File: src/rtl/maze_pkg.sv
// Shared maze constants, FSM encoding and child state record for the
// child step scheduler and its move datapath.
package maze_pkg;

  localparam int unsigned MAZE_DIM  = 8;
  localparam logic [2:0]  COORD_MAX = 3'(MAZE_DIM - 1);
  localparam logic [2:0]  GOAL_X    = 3'd7;
  localparam logic [2:0]  GOAL_Y    = 3'd7;

  // 2-bit genome direction codes
  localparam logic [1:0] DIR_XINC = 2'd0;
  localparam logic [1:0] DIR_XDEC = 2'd1;
  localparam logic [1:0] DIR_YINC = 2'd2;
  localparam logic [1:0] DIR_YDEC = 2'd3;

  typedef enum logic [2:0] {
    ST_IDLE  = 3'd0,
    ST_INIT  = 3'd1,
    ST_FETCH = 3'd2,
    ST_EXEC  = 3'd3,
    ST_DONE  = 3'd4
  } state_e;

  // Per-child state record
  typedef struct packed {
    logic [2:0] x;
    logic [2:0] y;
    logic       alive;
  } child_t;

  // Map bit holding the wall flag of cell (x,y): 63-(8*y+x)
  function automatic logic [5:0] map_bit_idx(input logic [2:0] x, input logic [2:0] y);
    return 6'(6'd63 - {y, x});
  endfunction

endpackage

File: src/rtl/child_step_scheduler_move_child.sv
// Single-child move datapath (combinational), time-shared across children.
// Ports:
//   dir    - 2-bit direction from the genome
//   map    - latched 64-bit wall map
//   cur    - current {x,y,alive} of the child being stepped
//   nxt_c  - resulting {x,y,alive}
// Rules: a child on the goal stays there and is alive; a dead child is
// frozen; a move off the board or into a wall kills and holds position.
module child_step_scheduler_move_child
  import maze_pkg::*;
(
  input  logic [1:0]  dir,
  input  logic [63:0] map,
  input  child_t      cur,
  output child_t      nxt_c
);

  logic [2:0] tx;
  logic [2:0] ty;
  logic       edge_hit;
  logic       wall_hit;
  logic       at_goal;

  always_comb begin
    tx       = cur.x;
    ty       = cur.y;
    edge_hit = 1'b0;
    case (dir)
      DIR_XINC: begin edge_hit = (cur.x == COORD_MAX); tx = cur.x + 3'd1; end
      DIR_XDEC: begin edge_hit = (cur.x == 3'd0);      tx = cur.x - 3'd1; end
      DIR_YINC: begin edge_hit = (cur.y == COORD_MAX); ty = cur.y + 3'd1; end
      default:  begin edge_hit = (cur.y == 3'd0);      ty = cur.y - 3'd1; end
    endcase

    at_goal  = (cur.x == GOAL_X) && (cur.y == GOAL_Y);
    // Target cell is only meaningful when no edge was hit
    wall_hit = map[map_bit_idx(tx, ty)];

    nxt_c = cur;
    if (at_goal) begin
      nxt_c.alive = 1'b1;
    end else if (cur.alive) begin
      if (edge_hit || wall_hit) begin
        nxt_c.alive = 1'b0;
      end else begin
        nxt_c.x = tx;
        nxt_c.y = ty;
      end
    end
  end

endmodule

File: src/rtl/child_step_scheduler.sv
// Runs one maze-walk generation: NUM_CHILDREN agents each take NUM_STEPS
// moves, sharing one move datapath. Directions come from an external genome
// ROM with one cycle of read latency.
// Ports:
//   clk, rst          - clock, synchronous active-high reset
//   start             - begin a generation (accepted only when idle)
//   map_data          - wall map, latched at start
//   dir_addr/dir_data - genome ROM address (step*NUM_CHILDREN+child) / data
//   busy, done        - run in progress / 1-cycle completion pulse
//   goal_count        - number of children on the goal, valid from done
//   rd_idx, rd_x, rd_y, rd_alive - combinational per-child readout
// Build option: define EARLY_EXIT_EN to finish at the end of the first step
// after which no child is both alive and off the goal.
module child_step_scheduler
  import maze_pkg::*;
#(
  parameter  int unsigned NUM_CHILDREN = 8,
  parameter  int unsigned NUM_STEPS    = 16,
  localparam int unsigned ADDR_W       = $clog2(NUM_CHILDREN * NUM_STEPS),
  localparam int unsigned IDX_W        = $clog2(NUM_CHILDREN),
  localparam int unsigned CNT_W        = $clog2(NUM_CHILDREN + 1)
) (
  input  logic              clk,
  input  logic              rst,
  input  logic              start,
  input  logic [63:0]       map_data,
  output logic [ADDR_W-1:0] dir_addr,
  input  logic [1:0]        dir_data,
  output logic              busy,
  output logic              done,
  output logic [CNT_W-1:0]  goal_count,
  input  logic [IDX_W-1:0]  rd_idx,
  output logic [2:0]        rd_x,
  output logic [2:0]        rd_y,
  output logic              rd_alive
);

  localparam int unsigned STEP_W = (NUM_STEPS > 1) ? $clog2(NUM_STEPS) : 1;

  state_e              state_q, state_d;
  logic [63:0]         map_q, map_d;
  logic [IDX_W-1:0]    child_q, child_d;
  logic [STEP_W-1:0]   step_q, step_d;
  logic [ADDR_W-1:0]   dir_addr_q, dir_addr_d;
  logic                busy_q, busy_d;
  logic                done_q, done_d;
  logic [CNT_W-1:0]    goal_count_q, goal_count_d;
  child_t              kids_q [NUM_CHILDREN];
  child_t              kids_d [NUM_CHILDREN];

  child_t              cur_kid;
  child_t              mv_kid;
  logic                last_child;
  logic                last_step;
  logic                step_end_exit;
  logic [CNT_W-1:0]    goal_sum;

  function automatic logic [ADDR_W-1:0] genome_addr(input logic [STEP_W-1:0] s,
                                                    input logic [IDX_W-1:0]  c);
    return ADDR_W'(32'(s) * NUM_CHILDREN + 32'(c));
  endfunction

  assign cur_kid    = kids_q[child_q];
  assign last_child = (child_q == IDX_W'(NUM_CHILDREN - 1));
  assign last_step  = (step_q == STEP_W'(NUM_STEPS - 1));

  child_step_scheduler_move_child u_move (
    .dir   (dir_data),
    .map   (map_q),
    .cur   (cur_kid),
    .nxt_c (mv_kid)
  );

`ifdef EARLY_EXIT_EN
  // Tracks whether any child stepped so far in the current step is still walking
  logic active_q, active_d;
  logic mv_active;

  assign mv_active     = mv_kid.alive && !((mv_kid.x == GOAL_X) && (mv_kid.y == GOAL_Y));
  assign step_end_exit = last_child && !(active_q || mv_active);

  always_comb begin
    active_d = active_q;
    if (state_q == ST_INIT) begin
      active_d = 1'b0;
    end else if (state_q == ST_EXEC) begin
      active_d = last_child ? 1'b0 : (active_q | mv_active);
    end
  end

  always_ff @(posedge clk) begin
    if (rst) active_q <= 1'b0;
    else     active_q <= active_d;
  end
`else
  assign step_end_exit = 1'b0;
`endif

  // Children currently on the goal
  always_comb begin
    goal_sum = '0;
    for (int unsigned i = 0; i < NUM_CHILDREN; i++) begin
      if ((kids_q[i].x == GOAL_X) && (kids_q[i].y == GOAL_Y)) begin
        goal_sum = goal_sum + CNT_W'(1);
      end
    end
  end

  // Next-state and register updates
  always_comb begin
    state_d      = state_q;
    map_d        = map_q;
    child_d      = child_q;
    step_d       = step_q;
    dir_addr_d   = dir_addr_q;
    busy_d       = busy_q;
    done_d       = 1'b0;
    goal_count_d = goal_count_q;
    kids_d       = kids_q;

    case (state_q)
      ST_IDLE: begin
        if (start) begin
          map_d   = map_data;
          child_d = '0;
          step_d  = '0;
          busy_d  = 1'b1;
          state_d = ST_INIT;
        end
      end
      ST_INIT: begin
        for (int unsigned i = 0; i < NUM_CHILDREN; i++) begin
          kids_d[i].x     = 3'd0;
          kids_d[i].y     = 3'd0;
          kids_d[i].alive = 1'b1;
        end
        dir_addr_d = '0;
        state_d    = ST_FETCH;
      end
      ST_FETCH: begin
        state_d = ST_EXEC;
      end
      ST_EXEC: begin
        kids_d[child_q] = mv_kid;
        if ((last_child && last_step) || step_end_exit) begin
          child_d = '0;
          step_d  = '0;
          state_d = ST_DONE;
        end else begin
          if (last_child) begin
            child_d = '0;
            step_d  = step_q + STEP_W'(1);
          end else begin
            child_d = child_q + IDX_W'(1);
          end
          // Address only moves on entry to FETCH, so it holds everywhere else
          dir_addr_d = genome_addr(step_d, child_d);
          state_d    = ST_FETCH;
        end
      end
      ST_DONE: begin
        done_d       = 1'b1;
        busy_d       = 1'b0;
        goal_count_d = goal_sum;
        state_d      = ST_IDLE;
      end
      default: begin
        state_d = ST_IDLE;
      end
    endcase
  end

  always_ff @(posedge clk) begin
    if (rst) begin
      state_q      <= ST_IDLE;
      map_q        <= '0;
      child_q      <= '0;
      step_q       <= '0;
      dir_addr_q   <= '0;
      busy_q       <= 1'b0;
      done_q       <= 1'b0;
      goal_count_q <= '0;
      for (int unsigned i = 0; i < NUM_CHILDREN; i++) begin
        kids_q[i] <= '0;
      end
    end else begin
      state_q      <= state_d;
      map_q        <= map_d;
      child_q      <= child_d;
      step_q       <= step_d;
      dir_addr_q   <= dir_addr_d;
      busy_q       <= busy_d;
      done_q       <= done_d;
      goal_count_q <= goal_count_d;
      kids_q       <= kids_d;
    end
  end

  assign dir_addr   = dir_addr_q;
  assign busy       = busy_q;
  assign done       = done_q;
  assign goal_count = goal_count_q;
  assign rd_x       = kids_q[rd_idx].x;
  assign rd_y       = kids_q[rd_idx].y;
  assign rd_alive   = kids_q[rd_idx].alive;

endmodule
File: config.mk
export PLATFORM = sky130hd
export DESIGN_NAME = child_step_scheduler
export DESIGN_NICKNAME = d
export VERILOG_FILES = /design/src/rtl/maze_pkg.sv /design/src/rtl/child_step_scheduler_move_child.sv /design/src/rtl/child_step_scheduler.sv
export SDC_FILE = /design/constraint.sdc
export NUM_CORES = 1
export LEC_CHECK = 0
export ABC_AREA = 1
export BUFFER_PORTS_ARGS = -buffer_cell sky130_fd_sc_hd__buf_2
export CAP_MARGIN = 20
export CORE_AREA = 2 2 125 127
export DETAILED_ROUTE_END_ITERATION = 10
export DIE_AREA = 0 0 127 129
export PLACE_DENSITY = 0.75
export SLEW_MARGIN = 15
export SYNTH_ARGS = -nofsm -noshare
export SYNTH_HDL_FRONTEND = slang
export SYNTH_SLANG_ARGS = --single-unit
export TNS_END_PERCENT = 1
File: constraint.sdc
create_clock -name clk -period 3.3 [get_ports clk]
set_input_delay 0.66 -clock clk [delete_from_list [all_inputs] [get_ports clk]]
set_output_delay 0.66 -clock clk [all_outputs]
set_load 0.01 [all_outputs]
==> results of run 1 <==
## metrics by stage
step	hold slack [ns]	area, sq um	setup TNS, ns	instances
finish	0.444	10100	-0.649	1581
global route	0.460	10100	-11.87	1581
CTS	0.446	9980	-1.06	1579
detailed placement	0.437	9250	-4.88	1539
global placement	0.432	9250	-1.80	1539
floorplan	0.424	7870	-0.0380	1199
## Yosys cell counts, types with 8 or more instances
library cell	instances
nand4_1	11
nand3_1	138
clkbuf_1	41
nor2_1	50
dfxtp_1	143
o21ai_0	109
a21oi_1	158
nand2_1	276
inv_1	163
o22ai_1	8
ha_1	11
## report_power, final
part	switching, mW	internal [mW]	total [mW]
sequential	0.0485	1.82	1.87
combinational	0.373	0.221	0.594
clock	0.759	1.29	2.04
## logic make-up after synthesis
| family | count (synthesis) | share of synthesized area |
|---|---|---|
| adders and majority gates | 13 | 0.0227 |
| xor gates and xnor gates | 5 | 0.00559 |
| AOI/OAI and AO/OA | 302 | 0.203 |
| DFF | 143 | 0.365 |
| buffers and inverters | 224 | 0.113 |
| and+or+nand+nor | 512 | 0.290 |
## worst min path at each step
stage,from,end,slack [ns]
2_1_floorplan,map_q[11],map_q[11],0.42
3_3_place_gp,map_q[38],map_q[38],0.43
3_5_place_dp,map_q[52],map_q[52],0.44
4_1_cts,map_q[48],map_q[48],0.45
5_1_grt,map_q[3],map_q[3],0.46
6_report,map_q[38],map_q[38],0.44
## critical path, stage by stage, from the launching register on
cell and delay [ns]:
dfxtp_2 0.33, inv_2 0.05, nor4_4 0.33, ha_1 0.32, nand4_1 0.10, nand2_2 0.07, inv_2 0.07, nand2_1 0.05
nand3_1 0.08, nand2_1 0.08, ha_1 0.29, or2_4 0.23, nand2_1 0.06, nand2_1 0.05, nand2_1 0.05, nand2_1 0.05
and2_1 0.16, ha_1 0.29, nand2_2 0.10, nand2_2 0.07, buf_4 0.13, buf_4 0.12, buf_4 0.12, o21bai_1 0.11
a21oi_1 0.07
## cell usage in the layout, fill, tap and decap left out, types with 9 or more instances in the layout
cell type	netlist	layout
inv_2	5	9
inv_1	163	158
o21ai_0	109	102
buf_4	4	114
ha_1	11	10
nor2_1	50	49
nand4_1	11	11
buf_2	6	91
clkbuf_16	0	17
nand2_2	7	16
dfxtp_1	143	134
nand3_1	138	134
a21oi_1	158	155
nand2_1	276	266
## routing by layer
metal	routed length, microns	track usage	vias to the layer above
met5	0	0	-
met4	615	0.0983	0
met3	1890	0.0578	54
met2	11200	0.499	360
met1	9830	0.366	3945
li1	-	-	4313
## sequential cells by signal (all words and copies together) (netlist names)
signal      cells
map_q          64
kids_q         56
dir_addr        7
goal_count      4
step_q          4
child_q         3
state_q         3
busy            1
done            1
## what timing repair did
action                     in CTS  in global routing
setup endpoints to repair      51                 59
resized for setup              16                 34
pin swaps                      13                 18
buffers inserted                8                  2
## area by class of cell
class                           count  area, sq um
Clock buffer                       19          443
Clock inverter                     13          188
Fill cell                        1338         4890
Inverter                          169          637
Multi-Input combinational cell    832         4230
Sequential cell                   143         2880
Tap cell                          188          235
Timing Repair Buffer              217         1480
==> metrics.yaml, run 1 <==
run_status:
  run_status: "finished with violations"
  violations: "setup timing"
timing:
  finalHoldViolations: 0
  skew_ns: 0.00591
  max_freq_ghz: 0.284
  grt_setup_unrepaired: "yes"
  setup_viol: 4
  fin_crit_sh: 1.07
  min_period_ns: 3.52
  final_max_slew_viol_count: 0
  slew_headroom: 0.338
  fin_ws_ns: -0.222
  tightest_slew_ns: 0.984
job:
  max-cap-violations: 0
placed_design:
  dp_hpwl_microns: 16900
  port_buffers: 91
  place.gp.congestion: 1.06
  dp_slack_ns: -0.273
clock_network:
  ctsHoldBuffers: 0
  htreeDepth: 4
  cts_buffer_depth: 2
  clock_sinks: 143
  clk_pin_slew_ns: 0.06
  cts_buffers: 17
  cts_tree: "yes"
  cts-root-buf: "clkbuf_16"
  clock_latency_ns: 0.43
logic_synthesis:
  syn_area_per_cell_sq_um: 6.53
  syn_nets: 1284
  synth_cell_types: 42
  synth_area_leader_cell: "dfxtp_1"
  synth-edff-count: 0
  yosys_warnings: 0
  synth_cells: 1199
  ys_seq_area_frac: 0.365
  ys_ff_latch: 143
  ys.flop_type: "dfxtp_1"
  yosys-top-cells-area: "dfxtp_1 37%, nand2_1 13%, a21oi_1 10%"
  synth_area_sq_mm: 0.00783
  synthDominantCellAreaShare: 0.365
  async_flop_share: 0
power:
  power.leakage_nw: 4.32
  power.total_mw: 4.51
  power.density_mw_per_mm2: 447
  peakVddDrop_uv: 352
global_route:
  antenna_found_initial: 0
  gr-total-overflow: 0
  grt_pass1_wl_microns: 38000
  grt_start_max_net_pins: 63
  track_usage: 0.290
  grt_pass1_vias: 7888
worst_setup_path:
  r2r_slack_ns: -0.22
  critPathMaxFanout: 3
  cp-start-kind: "register"
  reg2regPathDepth: 24
  worst_setup_path_end_kind: "register"
  rr_endpoint: "goal_count[1]"
  worstSetupPathType: "reg2reg"
  startpoint: "kids_q[45]"
  timing.rr.start: "kids_q[45]"
  required_ns: 3.60
  critPathCapture: "goal_count[1]"
  cp_data_arrival_time_ns: 3.82
die:
  die-area_sq_mm: 0.0164
  die_y_microns: 129
  coreArea_sq_mm: 0.0150
  start_util: 0.523
  io_pins: 92
  rows: 45
  chipWidth_microns: 127
drt:
  routedWlPerCell_microns: 14.9
  drc: 0
  initialDrtViolationCount: 841
  drtPass1Iterations: 7
  via_per_inst: 5.49
  drtAntennaViolNets: 0
  wl_microns: 23600
  vias: 8672
min_path:
  min_path_cells: 2
  hold_class: "reg2reg"
cells_and_area:
  syn_to_final_growth_pct: 28.8
  post-route-util: 0.674
  drive_gt1_frac: 0.226
  final_nets: 1465
  antenna_cells: 0
(Power assumes the default switching activity.)
==> run 2: changes to the inputs <==
--- a/config.mk
+++ b/config.mk
@@ -15,5 +15,6 @@
 export SLEW_MARGIN = 15
 export SYNTH_ARGS = -nofsm -noshare
 export SYNTH_HDL_FRONTEND = slang
+export SYNTH_HIERARCHICAL = 1
 export SYNTH_SLANG_ARGS = --single-unit
 export TNS_END_PERCENT = 1
==> constraint.sdc (replaced) <==
create_clock -name clk -period 3.7 [get_ports clk]
set_input_delay 0.74 -clock clk [delete_from_list [all_inputs] [get_ports clk]]
set_output_delay 0.74 -clock clk [all_outputs]
set_load 0.01 [all_outputs]
==> metrics.yaml, run 2 <==
run_status:
  run_status: "completed"  # was finished with violations
cells_and_area:
  antenna_cells: 0  # unchanged
  final_nets: 1505  # was 1465
  instances_no_fill: 1620  # was 1581
  top_register: "map_q"  # unchanged
  largest_reg_flops: 64  # unchanged
  final_common_cell: "nand2_1"  # unchanged
  drive_gt1_frac: 0.272  # was 0.226
  fill_cells: 1259  # was 1338
  final_cell_mix: "245 x nand2_1, 201 x inv_1, 142 x a21oi_1"  # was 266 x nand2_1, 158 x inv_1, 155 x a21oi_1
  syn_to_final_growth_pct: 31.0  # was 28.8%
placed_design:
  port_buffers: 91  # unchanged
  placed_cells: 1576  # was 1539
  place.gp.congestion: 1.03  # was 1.06
  dp_hpwl_microns: 17700  # was 16900 microns
  dp_slack_ns: -0.176  # was -0.273 ns
clock_network:
  cts_buffers: 17  # unchanged
  cts-root-buf: "clkbuf_16"  # unchanged
  clock_sinks: 143  # unchanged
  clk_pin_slew_ns: 0.06  # about the same
  ctsHoldBuffers: 0  # unchanged
  cts_tree: "yes"  # unchanged
  cts_buffer_depth: 2  # unchanged
  clock_latency_ns: 0.42  # was 0.43 ns
  htreeDepth: 4  # unchanged
timing:
  grt_setup_unrepaired: "yes"  # unchanged
  fin_ws_ns: 0.111  # was -0.222 ns
  max_freq_ghz: 0.279  # was 0.284 GHz
  skew_ns: 0.00863  # was 0.00591 ns
  finalHoldViolations: 0  # unchanged
  fin_hold_ws_ns: 0.444  # about the same
  min_period_ns: 3.59  # was 3.52 ns
  fin_crit_sh: 0.970  # was 1.07
  tightest_slew_ns: 1.02  # was 0.984 ns
  slew_headroom: 0.316  # was 0.338
  setup_viol: 0  # was 4
  final_max_slew_viol_count: 0  # unchanged
worst_setup_path:
  cp_top_family: "simple AND/OR/NAND/NOR gates"  # unchanged
  required_ns: 3.97  # was 3.60 ns
  critPathMaxFanout: 3  # unchanged
  critPathSlowestCell: "dfxtp_2"  # unchanged
  cp_data_arrival_time_ns: 3.86  # was 3.82 ns
  crit_path_cell_trace: "inv_2 -> nor4_4 -> buf_4 -> ha_4 -> inv_2 -> nand2_4 -> nand2_4 -> inv_2 -> nand2_2 -> nand3_2 -> and2_4 -> ha_4 -> or2_4 -> nand3_2 -> nand3_2 -> and2_4 -> ha_4 -> nand2_2 -> nand2_2 -> ha_4 -> o21ai_2 -> o21bai_1 -> a21oi_1"  # was inv_2 -> nor4_4 -> ha_1 -> nand4_1 -> nand2_2 -> inv_2 -> nand2_1 -> nand3_1 -> nand2_1 -> ha_1 -> or2_4 -> nand2_1 -> nand2_1 -> nand2_1 -> nand2_1 -> and2_1 -> ha_1 -> nand2_2 -> nand2_2 -> buf_4 -> buf_4 -> buf_4 -> o21bai_1 -> a21oi_1
  timing.rr.start: "kids_q[52]"  # was kids_q[45]
  cpMostUsedCell: "ha_4"  # was nand2_1
  worstSetupPathType: "reg2reg"  # unchanged
  r2r_slack_ns: 0.11  # was -0.22 ns
  crit_buf_inv: 4  # was 5
  slowest_delay_ns: 0.34  # was 0.33 ns
  reg2regPathDepth: 23  # was 24
  cp-start-kind: "register"  # unchanged
  worst_setup_path_end_kind: "register"  # unchanged
  rr_endpoint: "goal_count[1]"  # unchanged
global_route:
  antenna_found_initial: 0  # unchanged
  grt_pass1_wl_microns: 38600  # was 38000 microns
  track_usage: 0.294  # was 0.290
  grt_pass1_vias: 8000  # was 7888
  grt_start_max_net_pins: 70  # was 63
  gr-total-overflow: 0  # unchanged
drt:
  vias: 8939  # was 8672
  wl_microns: 24800  # was 23600 microns
  drtAntennaViolNets: 0  # unchanged
  routedWlPerCell_microns: 15.3  # was 14.9 microns
  drc: 0  # unchanged
  drtPass1Iterations: 6  # was 7
  initialDrtViolationCount: 892  # was 841
  via_per_inst: 5.52  # was 5.49
logic_synthesis:
  async_flop_share: 0  # unchanged
  synth_area_sq_mm: 0.00817  # was 0.00783 sq mm
  synth_cell_types: 48  # was 42
  synth-edff-count: 0  # unchanged
  synthDominantCellAreaShare: 0.350  # was 0.365
  synth_commonest_cells: "255 x nand2_1, 219 x inv_1, 148 x a21oi_1"  # was 276 x nand2_1, 163 x inv_1, 158 x a21oi_1
  syn_nets: 1327  # was 1284
  yosys-top-cells-area: "dfxtp_1 35%, nand2_1 12%, inv_1 10%"  # was dfxtp_1 37%, nand2_1 13%, a21oi_1 10%
  syn_area_per_cell_sq_um: 6.58  # was 6.53 sq um
  synth_area_leader_cell: "dfxtp_1"  # unchanged
  ys_seq_area_frac: 0.350  # was 0.365
  ys_ff_latch: 143  # unchanged
  yosys_warnings: 6  # was 0
  yosysMostFrequentCell: "nand2_1"  # unchanged
  synth_cells: 1242  # was 1199
  ys.flop_type: "dfxtp_1"  # unchanged
job:
  max-cap-violations: 0  # unchanged
die:
  die-area_sq_mm: 0.0164  # unchanged
  io_pins: 92  # unchanged
  die_y_microns: 129  # unchanged
  rows: 45  # unchanged
  coreArea_sq_mm: 0.0150  # unchanged
  start_util: 0.546  # was 0.523
  chipWidth_microns: 127  # unchanged
min_path:
  worstHoldStart: "map_q[41]"  # was map_q[38]
  hold_class: "reg2reg"  # unchanged
  min_path_cells: 2  # unchanged
  holdPathEnd: "map_q[41]"  # was map_q[38]
power:
  power.density_mw_per_mm2: 362  # was 447 mW/mm^2
  power.leakage_nw: 4.58  # was 4.32 nW
  peakVddDrop_uv: 297  # was 352 uV
-- run 2: cell types whose count changed in the layout (fill, tap and decap cells not counted), moves of 6 or more --
cell	change
o22ai_1	+20
nand2_2	+7
nand3_1	-62
nor2_1	+7
o21ai_0	-10
nand2_1	-21
nand3_2	+28
inv_1	+43
buf_4	-10
inv_2	+6
a21oi_1	-13
nor3_4	+6
-- run 2: timing repair --
| action | in CTS | in global routing |
|---|---|---|
| resized for setup | 14 | 114 |
| setup endpoints to repair | 47 | 59 |
| setup buffers | 2 | 11 |
| pin swaps | 10 | 48 |
| hold endpoints to repair | 0 | 0 |
| gates cloned | 0 | 1 |
-- run 2: logic make-up after synthesis --
family                     share of synthesized area
AOI/OAI and AO/OA                              0.210
xor gates and xnor gates                     0.00322
adders and majority gates                     0.0208
DFF                                            0.350
and+or+nand+nor                                0.281
buffers and inverters                          0.134
-- run 2: how the worst max path moves through the flow --
stage	startpoint	end	slack, ns	depth (start not counted)
floorplan	kids_q[52]	goal_count[1]	0.02	22
global placement	child_q[0]	kids_q[4]	-0.11	23
detailed placement	kids_q[52]	goal_count[1]	-0.18	22
CTS	kids_q[54]	goal_count[1]	-0.05	22
global route	kids_q[52]	goal_count[1]	-0.11	24
finish	kids_q[52]	goal_count[1]	0.11	23
-- run 2: per-stage QoR --
| step | util | TNS [ns] | area [sq um] | power, mW |
|---|---|---|---|---|
| 4_1_cts | 0.681 | -0.0514 | 10200 | 3.86 |
| 5_1_grt | 0.715 | -1.68 | 10700 | 4.04 |
| 2_1_floorplan | - | 0 | 8200 | 2.03 |
| 6_report | 0.715 | 0 | 10700 | 3.87 |
| 3_3_place_gp | 0.638 | -1.97 | 9550 | 2.20 |
| 3_5_place_dp | 0.638 | -2.69 | 9550 | 2.21 |
-- run 2: worst min-delay path, stage by stage (launching register included) --
cell	delay [ns]
dfxtp_1	0.31
inv_1	0.05
a21oi_1	0.05
-- run 2: area by class of cell --
cell class | instances | area, sq um | area share
Timing Repair inverter | 1 | 6.26 | 0.000584
Timing Repair Buffer | 212 | 1500 | 0.140
Clock buffer | 22 | 494 | 0.0462
Inverter | 224 | 860 | 0.0803
Tap cell | 188 | 235 | 0.0220
Sequential cell | 143 | 2880 | 0.269
Clock inverter | 9 | 83.8 | 0.00783
Multi-Input combinational cell | 821 | 4640 | 0.434
-- run 2: layer usage --
metal / track usage / vias to the layer above / wire [microns]
met5: 0 / - / 0
met4: 0.135 / 0 / 1120
met3: 0.0536 / 84 / 1950
met2: 0.493 / 424 / 11700
met1: 0.370 / 4026 / 10000
li1: - / 4405 / -
-- run 2: power breakdown --
| group | switching, mW | internal, mW | leakage (nW) |
|---|---|---|---|
| logic | 0.335 | 0.202 | 3.13 |
| registers | 0.0456 | 1.62 | 1.17 |
| clock network | 0.659 | 1.01 | 0.276 |
| total | 1.04 | 2.83 | 4.58 |
